### src/rtl/riscv_pkg.sv
// Shared core definitions: funct3 access encodings and the data-memory bridge FSM states.
package riscv_pkg;

    localparam logic [2:0] F3_BYTE       = 3'b000;
    localparam logic [2:0] F3_HALFWORD   = 3'b001;
    localparam logic [2:0] F3_WORD       = 3'b010;
    localparam logic [2:0] F3_BYTE_U     = 3'b100;
    localparam logic [2:0] F3_HALFWORD_U = 3'b101;

    typedef enum logic [1:0] {
        ST_IDLE = 2'd0,
        ST_REQ  = 2'd1,
        ST_RESP = 2'd2,
        ST_DONE = 2'd3
    } mem_state_t;

    function automatic logic f3_is_load(input logic [2:0] f3);
        return (f3 == F3_BYTE) || (f3 == F3_HALFWORD) || (f3 == F3_WORD) ||
               (f3 == F3_BYTE_U) || (f3 == F3_HALFWORD_U);
    endfunction

endpackage

### src/rtl/load_extender.sv
// Picks the addressed byte/halfword out of a bus word and sign- or zero-extends it.
module load_extender
    import riscv_pkg::*;
(
    input  logic [31:0] word,
    input  logic [1:0]  offset,
    input  logic [2:0]  f3,
    output logic [31:0] result
);

    logic [15:0] low_half;

    assign low_half = 16'(word >> {offset, 3'b000});

    always_comb begin
        result = '0;
        case (f3)
            F3_BYTE:       result = {{24{low_half[7]}}, low_half[7:0]};
            F3_BYTE_U:     result = {24'd0, low_half[7:0]};
            F3_HALFWORD:   result = {{16{low_half[15]}}, low_half};
            F3_HALFWORD_U: result = {16'd0, low_half};
            F3_WORD:       result = word;
            default:       result = '0;
        endcase
    end

endmodule

### src/rtl/data_mem_bridge.sv
// Runs one core load/store as a single request/response on the data-memory bus,
// stalling the core until the access completes, errors or times out.
module data_mem_bridge
    import riscv_pkg::*;
#(
    parameter int unsigned TIMEOUT_CYCLES = 255,
    parameter int unsigned CNT_W = (TIMEOUT_CYCLES > 0) ? $clog2(TIMEOUT_CYCLES + 1) : 1
) (
    input  logic        clk,
    input  logic        rst_n,
    input  logic        req_valid,
    input  logic        req_we,
    input  logic [31:0] req_addr,
    input  logic [2:0]  req_f3,
    input  logic [3:0]  req_be,
    input  logic [31:0] req_wdata,
    output logic        stall,
    output logic [31:0] load_data,
    output logic        load_valid,
    output logic        access_err,
    output logic        mem_req,
    output logic        mem_we,
    output logic [31:0] mem_addr,
    output logic [3:0]  mem_be,
    output logic [31:0] mem_wdata,
    input  logic        mem_gnt,
    input  logic        mem_rvalid,
    input  logic [31:0] mem_rdata
);

    localparam logic [CNT_W-1:0] TO_LIMIT = CNT_W'(TIMEOUT_CYCLES);

    mem_state_t  state_q, state_d;
    logic [CNT_W-1:0] cnt_q, cnt_d, cnt_inc;
    logic [1:0]  off_q, off_d;
    logic [2:0]  f3_q, f3_d;
    logic        mem_req_q, mem_req_d;
    logic        mem_we_q, mem_we_d;
    logic [31:0] mem_addr_q, mem_addr_d;
    logic [3:0]  mem_be_q, mem_be_d;
    logic [31:0] mem_wdata_q, mem_wdata_d;
    logic [31:0] load_data_q, load_data_d;
    logic        load_valid_q, load_valid_d;
    logic        access_err_q, access_err_d;
    logic [31:0] ext_word;
    logic        timeout_hit;

    load_extender u_load_extender (
        .word   (mem_rdata),
        .offset (off_q),
        .f3     (f3_q),
        .result (ext_word)
    );

    assign stall       = req_valid && (state_q != ST_DONE);
    assign cnt_inc     = cnt_q + 1'b1;
    // cnt_inc counts the current REQ/RESP cycle, so the limit lands on the TIMEOUT_CYCLES-th one
    assign timeout_hit = (TIMEOUT_CYCLES != 0) && (cnt_inc == TO_LIMIT);

    always_comb begin
        state_d      = state_q;
        cnt_d        = cnt_q;
        off_d        = off_q;
        f3_d         = f3_q;
        mem_req_d    = mem_req_q;
        mem_we_d     = mem_we_q;
        mem_addr_d   = mem_addr_q;
        mem_be_d     = mem_be_q;
        mem_wdata_d  = mem_wdata_q;
        load_data_d  = load_data_q;
        load_valid_d = 1'b0;
        access_err_d = 1'b0;

        case (state_q)
            ST_IDLE: begin
                cnt_d = '0;
                if (req_valid) begin
                    if ((req_be == 4'b0000) || (!req_we && !f3_is_load(req_f3))) begin
                        state_d      = ST_DONE;
                        access_err_d = 1'b1;
                        load_data_d  = '0;
                    end else begin
                        state_d     = ST_REQ;
                        off_d       = req_addr[1:0];
                        f3_d        = req_f3;
                        mem_req_d   = 1'b1;
                        mem_we_d    = req_we;
                        mem_addr_d  = {req_addr[31:2], 2'b00};
                        mem_be_d    = req_be;
                        mem_wdata_d = req_wdata;
                    end
                end
            end
            ST_REQ: begin
                cnt_d = cnt_inc;
                if (timeout_hit) begin
                    state_d      = ST_DONE;
                    mem_req_d    = 1'b0;
                    access_err_d = 1'b1;
                    load_data_d  = '0;
                end else if (mem_gnt) begin
                    state_d   = ST_RESP;
                    mem_req_d = 1'b0;
                end
            end
            ST_RESP: begin
                cnt_d = cnt_inc;
                if (timeout_hit) begin
                    state_d      = ST_DONE;
                    access_err_d = 1'b1;
                    load_data_d  = '0;
                end else if (mem_rvalid) begin
                    state_d = ST_DONE;
                    if (!mem_we_q) begin
                        load_valid_d = 1'b1;
                        load_data_d  = ext_word;
                    end
                end
            end
            ST_DONE: begin
                state_d = ST_IDLE;
                cnt_d   = '0;
            end
            default: begin
                state_d = ST_IDLE;
            end
        endcase
    end

    always_ff @(posedge clk or negedge rst_n) begin
        if (!rst_n) begin
            state_q      <= ST_IDLE;
            cnt_q        <= '0;
            off_q        <= '0;
            f3_q         <= '0;
            mem_req_q    <= 1'b0;
            mem_we_q     <= 1'b0;
            mem_addr_q   <= '0;
            mem_be_q     <= '0;
            mem_wdata_q  <= '0;
            load_data_q  <= '0;
            load_valid_q <= 1'b0;
            access_err_q <= 1'b0;
        end else begin
            state_q      <= state_d;
            cnt_q        <= cnt_d;
            off_q        <= off_d;
            f3_q         <= f3_d;
            mem_req_q    <= mem_req_d;
            mem_we_q     <= mem_we_d;
            mem_addr_q   <= mem_addr_d;
            mem_be_q     <= mem_be_d;
            mem_wdata_q  <= mem_wdata_d;
            load_data_q  <= load_data_d;
            load_valid_q <= load_valid_d;
            access_err_q <= access_err_d;
        end
    end

    assign mem_req    = mem_req_q;
    assign mem_we     = mem_we_q;
    assign mem_addr   = mem_addr_q;
    assign mem_be     = mem_be_q;
    assign mem_wdata  = mem_wdata_q;
    assign load_data  = load_data_q;
    assign load_valid = load_valid_q;
    assign access_err = access_err_q;

endmodule

### config.mk
export PLATFORM = sky130hd
export DESIGN_NAME = data_mem_bridge
export DESIGN_NICKNAME = d
export VERILOG_FILES = /design/src/rtl/riscv_pkg.sv /design/src/rtl/load_extender.sv /design/src/rtl/data_mem_bridge.sv
export SDC_FILE = /design/constraint.sdc
export NUM_CORES = 1
export LEC_CHECK = 0
export ABC_CLOCK_PERIOD_IN_PS = 1800
export BUFFER_PORTS_ARGS = -buffer_cell sky130_fd_sc_hd__buf_2
export CORE_MARGIN = 4
export CORE_UTILIZATION = 44
export CTS_CLUSTER_DIAMETER = 100
export DETAILED_ROUTE_END_ITERATION = 7
export PLACE_DENSITY_LB_ADDON = 0.05
export SYNTH_ARGS = -nofsm -noshare
export SYNTH_HDL_FRONTEND = slang
export SYNTH_SLANG_ARGS = --single-unit
export TNS_END_PERCENT = 50
### constraint.sdc
create_clock -name clk -period 1.8 [get_ports clk]
set_input_delay 0.09 -clock clk [delete_from_list [all_inputs] [get_ports clk]]
set_output_delay 0.09 -clock clk [all_outputs]
set_load 0.01 [all_outputs]
Word level (Yosys, flattened, before mapping)
Index checks and enable logic that the tools add are counted.

Register bits: 117. Input port bits: 109. Output and inout bits: 105. Logic and storage cells: 85.

Add/subtract/negate cells: 1. Equal/unequal tests: 20. Shift operators: 1. Mux-type cells: 29. Bitwise operators: 1. Reductions and logical operators: 21.

Operators with widths (count): two-way mux 32 bit (6); one-hot mux 32 bit (5 select lines) (1); one-hot mux 32 bit (3 select lines) (1); >> shifter 32 x 5 -> 16 bit (1); one-hot mux 8 bit (2 select lines) (1); equality test 3 bit, second input constant (4); two-way mux 2 bit (6); two-way mux 1 bit (11); inequality test 2 bit, second input constant (5); inequality test 3 bit, second input constant (3); adder 8 x 1 -> 8 bit, second input constant (1); equality test 8 bit, second input constant (1); one-hot mux 2 bit (4 select lines) (1); equality test 3 x 1 -> 1 bit, second input constant (2); equality test 3 x 2 -> 1 bit, second input constant (2); zero test 3 bit (2); AND reduction 3 bit (2); AND reduction 6 bit (1); logical OR 1 bit (5); equality test 2 bit, second input constant (2); zero test 4 bit (1); one-hot mux 1 bit (2 select lines) (2); AND reduction 4 bit (1); OR reduction 2 bit (2); 7 further kinds (9).

Longest topological paths before layout
Gate-level depths: netlist (run 1).

Depth in word-level cells: 11. Depth in mapped cells: 8. Gate-level depth less buffers: 7.

Modules after synthesis
Synthesis (run 1) repeated with hierarchy kept, for this count alone.

Cell total of the unflattened synthesis: 441. Area, all modules: 5437.7 um2.

Modules (own cells, without submodules): data_mem_bridge (times used 1, cells each 313, area each 4613.2 um2, seq. area each 2927.8 um2); load_extender (times used 1, cells each 128, area each 824.5 um2, seq. area each 0.0 um2).

Worst setup path before layout (run 1)
OpenSTA, ideal clock, no wires.

Path type: register to register. Start: reg off_q[1]. End: reg load_data_q[23], in the netlist load_data[23]. Library setup time: 0.121 ns. Data arrival time: 1.739 ns. Required time: 1.679 ns. Slack: -0.060 ns. Cell stages (with the launch flop): 8. Buffers on the path: 2. Clock period less this slack: 1.860 ns. Cell sequence: dfrtp_1 -> buf_2 -> mux2_1 -> a22o_1 -> a21oi_2 -> buf_4 -> nand2_1 -> a22o_1.

Word-level cells in the longest chain between the ends: 6.

RTL lines: from (decl) (line data_mem_bridge.sv:35) `logic [1:0] off_q, off_d;`; from (signal assigned) (line data_mem_bridge.sv:134) `off_q <= '0;`; from (signal assigned) (line data_mem_bridge.sv:147) `off_q <= off_d;`; >> shifter 32 x 5 -> 16 bit (line load_extender.sv:13) `assign low_half = 16'(word >> {offset, 3'b000});`; one-hot mux 32 bit (5 select lines) (line load_extender.sv:17) `case (f3)`; two-way mux 32 bit (line data_mem_bridge.sv:114) `if (!mem_we_q) begin`; two-way mux 32 bit (line data_mem_bridge.sv:112) `end else if (mem_rvalid) begin`; two-way mux 32 bit (line data_mem_bridge.sv:108) `if (timeout_hit) begin`; one-hot mux 32 bit (3 select lines) (line data_mem_bridge.sv:74) `case (state_q)`; to (signal assigned) (line data_mem_bridge.sv:154) `load_data_q <= load_data_d;`; to (decl) (line data_mem_bridge.sv:42) `logic [31:0] load_data_q, load_data_d;`.

Every way passes these cells. The select of a mux whose other input is x is not followed. A chain may end at the register's enable or synchronous reset.

Final worst setup path (run 1)
Start: reg cnt_q[0]. End: reg load_data_q[19], in the netlist load_data[19].

Word-level cells in the longest chain between the ends: 4. Elaborated cells between the ends (all ways): 8. Those cells by class: add/sub: 1; eq/ne: 4; mux: 2; reduce/logical: 1.

RTL lines: from (decl) (line data_mem_bridge.sv:34) `logic [CNT_W-1:0] cnt_q, cnt_d, cnt_inc;`; from (signal assigned) (line data_mem_bridge.sv:146) `cnt_q <= cnt_d;`; adder 8 x 1 -> 8 bit (*) (line data_mem_bridge.sv:56) `assign cnt_inc = cnt_q + 1'b1;`; equality test 8 bit (*) (line data_mem_bridge.sv:58) `assign timeout_hit = (TIMEOUT_CYCLES != 0) && (cnt_inc == TO_LIMIT);`; inequality test 3 bit (no line) (tied with other cells); AND reduction 6 bit (no line) or one-hot mux 32 bit (3 select lines) (tied branches).

Mark *: on every way between the ends. The rest lies on a longest branch, timed or not.

==> results of run 1 <==
metal layers:
layer,up-vias,global-route usage (%),share of wire [%]
met5,-,0,0
met4,0,7.77,2.1
met3,23,6.65,6.0
met2,171,36.0,50
met1,2293,26.2,42
li1,2150,-,-
final cells by class:
type / count / area (um^2)
Timing Repair Buffer: 326 / 2240
Tap cell: 147 / 184
Sequential cell: 117 / 2930
Inverter: 8 / 30.0
Multi-Input combinational cell: 264 / 2370
Fill cell: 893 / 3640
Antenna cell: 2 / 5.00
Clock inverter: 8 / 73.8
Clock buffer: 24 / 492
cell usage in the layout (no fill, tap or decap), types with 2 or more instances in the layout:
cell	instances
a22o_1	25
clkbuf_8	4
buf_6	5
o2bb2ai_2	7
dlygate4sd3_1	75
clkinvlp_4	2
buf_4	28
buf_12	6
nand4_1	3
xnor2_1	4
a21o_1	2
clkinv_2	4
clkbuf_16	19
clkbuf_1	3
mux2_2	44
nor3_1	2
mux4_2	8
buf_2	210
inv_1	5
nand3_1	8
nor4b_4	2
diode_2	2
nor2_1	6
ha_2	2
a21oi_1	4
ha_1	4
nand2_1	50
dfrtp_1	117
nor2b_1	4
a22oi_1	15
and2_1	6
conb_1	2
o2bb2ai_1	2
mux2_1	29
inv_2	2
o21ai_0	6
power breakdown:
part	internal [W]	switching [W]	total (W)	leakage (nW)
sequential	0.00378	0.000673	0.00445	1.47
combinational	0.00314	0.00308	0.00623	2.35
clock	0.00203	0.00111	0.00314	0.276
final timing paths:
kind	to	cells after the start
setup / recovery	load_data[19]	6
hold / removal	load_data[6]	3
setup reg to reg	load_data[19]	6
hold reg to reg	mem_addr[6]	1
max in group asynchronous	f3_q[1]	3
min in group asynchronous	mem_wdata[6]	3
flip-flops by register name, indices dropped and copies added, names as in the netlist:
name        flops
cnt_q           8
load_data      32
mem_addr       30
mem_we          1
mem_be          4
off_q           2
state_q         2
load_valid      1
access_err      1
mem_req         1
mem_wdata      32
f3_q            3
timing repair:
item,in CTS,in global routing
endpoints found under the hold margin,191,0
pin swaps,5,11
gates cloned,0,2
setup endpoints to repair,33,94
resized for setup,6,21
hold buffers,75,0
buffers inserted,3,1
worst register-to-register path, delay by kind of cell (launching register included):
family	cells	cell delay [ps]
flip-flops	1	430
adder cells (fa/ha/maj)	1	220
AO/OA/AOI/OAI	3	640
AND/OR/NAND/NOR	1	250
buffers and inverters	1	160
logic make-up (layout without fill, tap and decap cells):
group / count (synthesis) / in the layout / synth area share (%)
simple gates: 97 / 97 / 9.72
fa+ha+maj: 7 / 7 / 1.63
mux: 81 / 81 / 18.7
compound gates: 73 / 73 / 11.2
xor+xnor: 4 / 4 / 0.654
flops: 117 / 117 / 54.6
other cells: 1 / 4 / 0.0700
buf+inv: 32 / 366 / 3.36
per-stage QoR:
step	util (%)	worst slack [ps]	power [W]	hold slack [ps]	area (um^2)
2_1_floorplan	-	-5.12	0.00783	-206	5370
3_3_place_gp	56.8	-51.5	0.0101	230	6800
3_5_place_dp	56.8	-125	0.0102	233	6800
4_1_cts	68.2	-1.52	0.0137	12.7	8160
5_1_grt	69.6	-71.8	0.0147	28.8	8320
6_report	69.6	-17.4	0.0138	31.8	8320
==> run_results.csv, run 1 <==
group,metric,value,unit
sta,setup_slack,-17.4,ps
die,core_area,12000,um^2
synthesis,ys_seq_area_share,54.6,%
synthesis,ys_ff_latch,117,
global_route,antenna_found_initial,2,
routing,via_count,4637,
synthesis,syn_area_per_cell,13.0,um^2
sta,finClkSkew,6.00,ps
routing,viasPerCell,5.18,
critical_path,path_max_fanout,23,
place,io_buffers,211,
sta,slew_viol_final,0,
sta,worst_slew_pin_slew,623,ps
synthesis,yosysMostFrequentCell,"dfrtp_1",
clocking,clock_sinks,117,
die,start_util,44.8,%
clocking,cts_tree,"built",
sta,relSlewSlack,58.5,%
routing,dr.first_iter.drc_count,268,
sta,setup_viol,12,
run,cap_violations,0,
sta,clock.fmax,550,MHz
critical_path,r2r_start,"cnt_q[0]",
critical_path,path_delay_family,"compound AO/OA/AOI/OAI gates",
critical_path,critPathKind,"reg2reg",
layout,syn2layout_area_growth,55.3,%
critical_path,end_kind,"flip-flop",
synthesis,synth_area_leaders,"dfrtp_1 55%, mux2_2 9.2%, mux2_1 6.1%",
sta,tns,-82.0,ps
synthesis,synth_top_area_share,54.6,%
min_path,hold_start,"mem_rdata[6]",
die,core.rowCount,40,
die,die_h,118,um
critical_path,crit_chain,"ha_2, and2b_2, o2111ai_4, a31o_4, buf_12, a22o_1",
place,gp_congestion,0.827,
routing,wirelength,15200,um
global_route,grt_pass1_wl,24300,um
clocking,clk_pin_slew,50,ps
critical_path,arrival,2100,ps
routing,drc_errors,0,
synthesis,synth_edf_count,0,
global_route,grt_start_max_net_pins,118,
place,dpl.cell_count,781,
clocking,clock_latency,400,ps
critical_path,path_buf_inv,1,
power_and_ir_drop,p_per_area,1660,nW/um^2
clocking,clk_path_buf_depth,2,
synthesis,synthCells,412,
synthesis,synth_common_cells,"117 x dfrtp_1, 50 x nand2_1, 44 x mux2_2",
sta,finalCritPeriodShare,101,%
routing,antenna_left,0,
sta,period_minus_slack,1820,ps
clocking,numCtsBuffers,17,
global_route,grt_usage,21.5,%
critical_path,rrSetupSlack,-20,ps
clocking,h-tree-depth,4,
critical_path,slowest_stage,"dfrtp_1",
power_and_ir_drop,power.leakage,4.09,nW
global_route,overflow,0,
sta,rsz0062_at_grt,"yes",
routing,drt-wirelength-per-cell,17.0,um
place,dp_hpwl,10400,um
synthesis,ys.flop_type,"dfrtp_1",
synthesis,async_flop_share,100,%
global_route,grt_pass1_vias,4886,
layout,layout-drive-gt1-share,48.5,%
outcome,outcome,"finished, violations left",
power_and_ir_drop,ir_drop,869,uV
synthesis,yosysTopAreaCell,"dfrtp_1",
critical_path,cp-start-kind,"flip-flop",
layout,finalNonFillerCells,896,
clocking,cts-root-buf,"clkbuf_16",
die,ios,214,
layout,fin_nets,850,
synthesis,synth_cell_types,50,
die,die_area,14000,um^2
routing,dr.pass1.iters,4,
outcome,violations,"negative setup slack",
min_path,min_path_type,"in2reg",
synthesis,synth_area,5360,um^2
synthesis,yosysWarnings,0,
critical_path,startpoint,"cnt_q[0]",
sta,finalHoldViolCount,0,
die,die_w,118,um
critical_path,slowest_delay,430,ps
critical_path,crit_required,2080,ps
No activity file was read; power rests on OpenSTA's default activity.
==> run 2, diff against run 1 <==
TNS_END_PERCENT = 30   (was 50)
==> run_results.csv, run 2 (synthesis results as in run 1) <==
group,metric,value,unit
layout,fillers,901,
critical_path,path_max_fanout,23,
die,core.rowCount,40,
sta,period_minus_slack,1810,ps
sta,relSlewSlack,59.0,%
critical_path,cp-start-kind,"flip-flop",
layout,layout-drive-gt1-share,47.9,%
critical_path,worstSetupEndpoint,"load_data[19]",
critical_path,rrSetupSlack,-10,ps
die,die_h,118,um
run,cap_violations,0,
routing,antenna_left,0,
sta,slew_viol_final,0,
place,dp_hpwl,10400,um
outcome,outcome,"finished, violations left",
place,place_ws,-125,ps
critical_path,crit_required,2080,ps
layout,fin_util,68.8,%
place,io_buffers,211,
global_route,antenna_found_initial,2,
global_route,grt_start_max_net_pins,118,
critical_path,end_kind,"flip-flop",
sta,finalCritPeriodShare,101,%
critical_path,r2r_cells,6,
power_and_ir_drop,ir_drop,898,uV
clocking,cts-root-buf,"clkbuf_16",
min_path,min_path_type,"in2reg",
sta,finClkSkew,5.37,ps
power_and_ir_drop,p_per_area,1660,nW/um^2
routing,wirelength,14800,um
layout,stdcell_area,8230,um^2
clocking,numCtsBuffers,17,
die,start_util,44.8,%
global_route,grt_usage,21.5,%
critical_path,startpoint,"cnt_q[0]",
global_route,overflow,0,
routing,drc_errors,0,
layout,syn2layout_area_growth,53.7,%
die,die_w,118,um
layout,final_cell_mix,"210 x buf_2, 117 x dfrtp_1, 75 x dlygate4sd3_1",
global_route,grt_pass1_wl,24300,um
die,ios,214,
sta,setup_slack,-14.0,ps
sta,rsz0062_at_grt,"yes",
clocking,clk_path_buf_depth,2,
critical_path,r2r_start,"cnt_q[0]",
die,core_area,12000,um^2
clocking,cts_tree,"built",
clocking,clock_sinks,117,
place,placed_area,6800,um^2
min_path,min_path_cells,3,
routing,drt-wirelength-per-cell,16.6,um
layout,fin_nets,848,
clocking,clk_pin_slew,50,ps
outcome,violations,"negative setup slack",
layout,layout_commonest_cell,"buf_2",
sta,worst_slew_pin_slew,615,ps
sta,finalHoldViolCount,0,
critical_path,critPathKind,"reg2reg",
critical_path,arrival,2090,ps
global_route,grt_pass1_vias,4886,
routing,via_count,4589,
routing,dr.first_iter.drc_count,270,
power_and_ir_drop,power.leakage,4.07,nW
power_and_ir_drop,power,0.0137,W
routing,dr.pass1.iters,4,
clocking,h-tree-depth,4,
sta,setup_viol,7,
sta,clock.fmax,551,MHz
die,die_area,14000,um^2
routing,viasPerCell,5.13,
critical_path,r2r_end,"load_data[19]",
place,gp_congestion,0.827,
clocking,clock_latency,400,ps
run 2: layer usage:
| metal | GRT usage, % | share of wire (%) | routed length (um) | up-vias |
|---|---|---|---|---|
| li1 | - | - | - | 2143 |
| met4 | 7.77 | 1.7 | 245 | 0 |
| met1 | 26.2 | 40 | 6000 | 2254 |
| met5 | 0 | 0 | 0 | - |
| met3 | 6.65 | 6.6 | 972 | 19 |
| met2 | 36.0 | 51 | 7590 | 173 |
run 2: through the flow:
step | cells | setup TNS [ps] | hold slack, ps
2_1_floorplan | 413 | -35.4 | -206
3_3_place_gp | 781 | -612 | 230
3_5_place_dp | 781 | -2300 | 233
4_1_cts | 891 | -2.89 | 12.7
5_1_grt | 894 | -1710 | 27.8
6_report | 894 | -34.8 | 33.4
run 2: critical path: stages (launching register included):
cell and delay, ps:
dfrtp_1 430, ha_2 220, and2b_2 250, o2111ai_4 130, a31o_4 270, buf_12 160
a22o_1 240
run 2: worst min path at each step:
stage | start | slack (ps) | to
after detailed placement | rst_n | 230 | mem_wdata[6]
after global routing | mem_rdata[5] | 30 | load_data[5]
after floorplan | rst_n | -210 | access_err
final | mem_rdata[6] | 30 | load_data[6]
after global placement | rst_n | 230 | mem_wdata[5]
after CTS | mem_rdata[4] | 10 | load_data[4]
run 2: what timing repair did:
| action | 4_1_cts | 5_1_grt |
|---|---|---|
| setup endpoints to repair | 33 | 94 |
| resized for setup | 6 | 17 |
| hold endpoints to repair | 191 | 0 |
| setup buffers | 3 | 1 |
| pin swaps | 5 | 6 |
| hold buffers | 75 | 0 |
run 2: area by class of cell:
type | count | area, um^2 | share of cell area [%]
Antenna cell | 2 | 5.00 | 0.0608
Multi-Input combinational cell | 264 | 2330 | 28.3
Clock inverter | 8 | 73.8 | 0.897
Clock buffer | 24 | 492 | 5.97
Sequential cell | 117 | 2930 | 35.6
Inverter | 8 | 30.0 | 0.365
Tap cell | 147 | 184 | 2.23
Timing Repair Buffer | 324 | 2190 | 26.6
run 2: where the power goes:
group / internal, W / switching [W] / leakage (nW)
clock network: 0.00203 / 0.00111 / 0.276
registers: 0.00378 / 0.000661 / 1.47
logic: 0.00308 / 0.00302 / 2.32
